**src/rtl/varint_stream_ser.sv**
```systemverilog
// Streaming protobuf base-128 varint serializer: one integer in over valid/ready,
// one encoded byte out per cycle with last-byte flag and byte index.
module varint_stream_ser #(
  parameter int  DATA_W    = 64,
  parameter bit  ZIGZAG_EN = 1'b1,
  localparam int MAX_BYTES = (DATA_W + 6) / 7,
  localparam int IDX_W     = $clog2(MAX_BYTES)
) (
  input  logic              clk,
  input  logic              rst_n,
  input  logic              in_valid,
  output logic              in_ready,
  input  logic [DATA_W-1:0] in_data,
  input  logic              in_zigzag,
  output logic              out_valid,
  input  logic              out_ready,
  output logic [7:0]        out_byte,
  output logic              out_last,
  output logic [IDX_W-1:0]  out_idx
);

  typedef enum logic {IDLE, EMIT} state_e;

  state_e              state_q, state_d;
  logic [DATA_W-1:0]   sr_q, sr_d;
  logic [IDX_W-1:0]    idx_q, idx_d;
  logic                ready_q;
  logic                emit;
  logic                rest_nz;
  logic                accept;
  logic [DATA_W-1:0]   in_val;

  // Zigzag maps signed n to (n << 1) ^ (n >>> (W-1)) so small magnitudes stay short.
  function automatic logic [DATA_W-1:0] zigzag_enc(input logic signed [DATA_W-1:0] x);
    logic signed [DATA_W-1:0] t;
    t = (x <<< 1) ^ (x >>> (DATA_W - 1));
    return t;
  endfunction

  assign in_val  = (ZIGZAG_EN && in_zigzag) ? zigzag_enc(in_data) : in_data;

  assign emit    = (state_q == EMIT);
  assign rest_nz = |(sr_q >> 7);
  assign accept  = in_valid & in_ready;

  assign out_valid = emit;
  assign out_byte  = emit ? {rest_nz, sr_q[6:0]} : 8'h00;
  assign out_last  = emit & ~rest_nz;
  assign out_idx   = idx_q;

  // Accepting on the last-byte handshake lets varints run back to back without a bubble.
  assign in_ready  = ready_q & (~emit | (out_ready & ~rest_nz));

  always_comb begin
    state_d = state_q;
    sr_d    = sr_q;
    idx_d   = idx_q;
    case (state_q)
      IDLE: begin
        if (accept) begin
          sr_d    = in_val;
          idx_d   = '0;
          state_d = EMIT;
        end
      end
      EMIT: begin
        if (out_ready) begin
          if (rest_nz) begin
            sr_d  = sr_q >> 7;
            idx_d = idx_q + IDX_W'(1);
          end else begin
            idx_d = '0;
            if (in_valid) begin
              sr_d = in_val;
            end else begin
              state_d = IDLE;
            end
          end
        end
      end
      default: state_d = IDLE;
    endcase
  end

  always_ff @(posedge clk or negedge rst_n) begin
    if (!rst_n) begin
      state_q <= IDLE;
      sr_q    <= '0;
      idx_q   <= '0;
      ready_q <= 1'b0;
    end else begin
      state_q <= state_d;
      sr_q    <= sr_d;
      idx_q   <= idx_d;
      ready_q <= 1'b1;
    end
  end

endmodule

```
**config.mk**
```make
export PLATFORM = sky130hd
export DESIGN_NAME = varint_stream_ser
export DESIGN_NICKNAME = d
export VERILOG_FILES = /design/src/rtl/varint_stream_ser.sv
export SDC_FILE = /design/constraint.sdc
export NUM_CORES = 1
export LEC_CHECK = 0
export ABC_AREA = 1
export CAP_MARGIN = 10
export CORE_MARGIN = 4
export CORE_UTILIZATION = 43
export DETAILED_ROUTE_END_ITERATION = 12
export PLACE_DENSITY = 0.69
export SYNTH_ARGS = -nofsm -noshare
export SYNTH_HDL_FRONTEND = slang
export SYNTH_SLANG_ARGS = --single-unit
```
**constraint.sdc**
```tcl
create_clock -name clk -period 1.8 [get_ports clk]
set_input_delay 0.36 -clock clk [delete_from_list [all_inputs] [get_ports clk]]
set_output_delay 0.36 -clock clk [all_outputs]
set_load 0.02 [all_outputs]
```
==> flow_summary_export.csv <==
group,metric,value,unit
floorplan,die_width,118.6,um
drt,wirelength,17.89,mm
run_status,status,"finished with violations",
layout,syn2layout_area_growth,45.60,%
layout,final_nets,1120,
run_status,violations,"negative setup slack",
drt,routedWlPerCell,14.88,um
placed_design,place_ws,-417.8,ps
sta,hold_viol,0,
floorplan,core_area,12010,um2
sta,min_period,2179,ps
setup_path,cp.required,1440,ps
layout,final-seq-area,1753,um2
job,maxCapViolCount,0,
clock_network,tritoncts,"yes",
setup_path,critical_path.startpoint_type,"flip-flop",
floorplan,die-area,14070,um2
clock_network,clk_pin_slew,60,ps
grt,grt_max_degree,71,
setup_path,cp_max_fo,3,
placed_design,dp_hpwl,10.34,mm
clock_network,numClockSinks,70,
logic_synthesis,synthFlopType,"dfrtp_1",
clock_network,hold_buffers,0,
floorplan,ios,84,
logic_synthesis,ys_ff_latch,70,
sta,tns,-8402,ps
clock_network,cts-root-buf,"clkbuf_16",
floorplan,initial_utilization,43.79,%
drt,drtIter0Drc,441,
layout,n_fill_cell,1053,
logic_synthesis,synth_area,5260,um2
logic_synthesis,async_reset_ff_share,100.0,%
drt,drt_first_pass_iters,8,
logic_synthesis,ys_types,26,
logic_synthesis,synth_edf_count,0,
logic_synthesis,ys.warnings.count,0,
placed_design,port_buffers,83,
drt,viasPerCell,5.097,
logic_synthesis,avgSynthCellArea,5.799,um2
setup_path,end_kind,"output port",
sta,fin_ws,-378.9,ps
power,ir_worst_vdd,0.8339,mV
clock_network,cts_buffers,9,
grt,antenna_found_initial,0,
layout,diodes,0,
power,pwr_density_cell,1109,nW/um2
grt,grt_pass1_wl,24.38,mm
drt,ant_nets,0,
floorplan,die_y,118.6,um
layout,drive_above_1_share,17.44,%
grt,grt_usage,20.88,%
sta,drv_slew,0,
clock_network,htreeDepth,3,
grt,grt_overflow,0,
logic_synthesis,syn-instance-count,907,
placed_design,place_congestion,0.8238,
floorplan,num_rows,40,
logic_synthesis,ys_seq_area_share,33.30,%
logic_synthesis,synth_nets,977,
layout,layout.cells.most_common,"nand2_1",
grt,grt_pass1_vias,5176,
drt,vias,6126,
sta,fin_worst_skew,7.131,ps
layout,final_core_util,63.76,%
sta,clock.fmax,0.4590,GHz
power,leakagePower,0.004291,uW
drt,drc,0,
layout,final_cell_mix,"nand2_1, nand3_1, buf_4",
sta,rsz0062_at_grt,"yes",
setup_path,crit_type,"reg -> out",
clock_network,clk_latency,340,ps
sta,whs,63.66,ps
placed_design,dp.cells,1166,
layout,multi_input_area,3098,um2
layout,final_cells,1202,
min_path,min-delay-path-class,"in -> async",
clock_network,clock_path_buffers,2,
setup_path,cp.arrival,1820,ps
sta,period_share,121.0,%
sta,setup_viol_count_final,68,
-- metal layers --
metal,wire length [um],track usage [%],up-vias
li1,-,-,3096
met1,7590,28.68,2732
met2,8292,33.96,239
met3,1410,4.306,59
met4,598,4.707,0
met5,0,0,-
-- cell type report --
class,count,area share (%)
multi-input cells,701,40.45
repair buffers,192,26.50
flip-flops and latches,70,22.89
inverters,76,3.823
clock buffers,12,3.349
well taps,147,2.402
clock inverters,4,0.5881
-- cells by family after synthesis --
logic type / Yosys count / share of synthesized area [%]
buffers and inverters: 136 / 11.01
DFF: 70 / 33.30
AOI/OAI and AO/OA: 74 / 7.112
other: 1 / 0.07129
xor gates and xnor gates: 4 / 0.6662
adders and majority gates: 1 / 0.2378
and+or+nand+nor: 621 / 47.60
-- cell usage after synthesis, types with 2 or more instances --
master | n | share of area [%]
a21oi_1 | 2 | 0.19
buf_1 | 11 | 0.78
buf_2 | 13 | 1.2
buf_4 | 8 | 1.1
buf_6 | 3 | 0.64
clkbuf_1 | 25 | 1.8
dfrtp_1 | 70 | 33
inv_1 | 72 | 5.1
inv_2 | 4 | 0.29
nand2_1 | 453 | 32
nand2_2 | 2 | 0.24
nand3_1 | 120 | 11
nor2_1 | 40 | 2.9
o21ai_0 | 64 | 6.1
o21ai_1 | 7 | 0.67
xor2_1 | 3 | 0.50
-- flip-flops by register name, summed over array words and instances (netlist names) --
| name | count |
|---|---|
| out_idx | 4 |
| out_valid | 1 |
| ready_q | 1 |
| sr_q | 64 |
-- worst max-delay path, cell delays in order, from the launching register on --
cell	delay, ps
dfrtp_1	370
or2_0	220
nor2_1	100
nand2_1	110
nor2_2	180
nand2_2	110
nand2_2	90
and3_4	180
buf_6	120
-- stage by stage --
step	total power [uW]	instance area, um2
after floorplan	4177	5270
after global routing	8984	7659
final	8497	7659
after CTS	7388	7108
after detailed placement	5499	6760
after global placement	5467	6760
-- worst paths after layout --
path	slack [ps]	startpoint	cells past startpoint	to
max in group asynchronous	1420	rst_n	2	out_valid
setup / recovery	-380	sr_q[7]	8	in_ready
min in group clk	480	sr_q[2]	2	sr_q[2]
setup reg to reg	-170	sr_q[7]	13	sr_q[44]
hold reg to reg	480	sr_q[2]	2	sr_q[2]
hold / removal	60	rst_n	2	sr_q[20]
-- power by group --
group          total (uW)  switching (uW)  internal (uW)
sequential           2070             192           1880
clock                1810             673           1140
combinational        4620            2510           2100
-- repair_timing --
action | 4_1_cts | 5_1_grt
gates resized for setup | 38 | 63
gates cloned | 0 | 15
buffers inserted | 1 | 4
pin swaps | 5 | 12
endpoints found under the setup margin | 67 | 78
(Power assumes the default switching activity.)
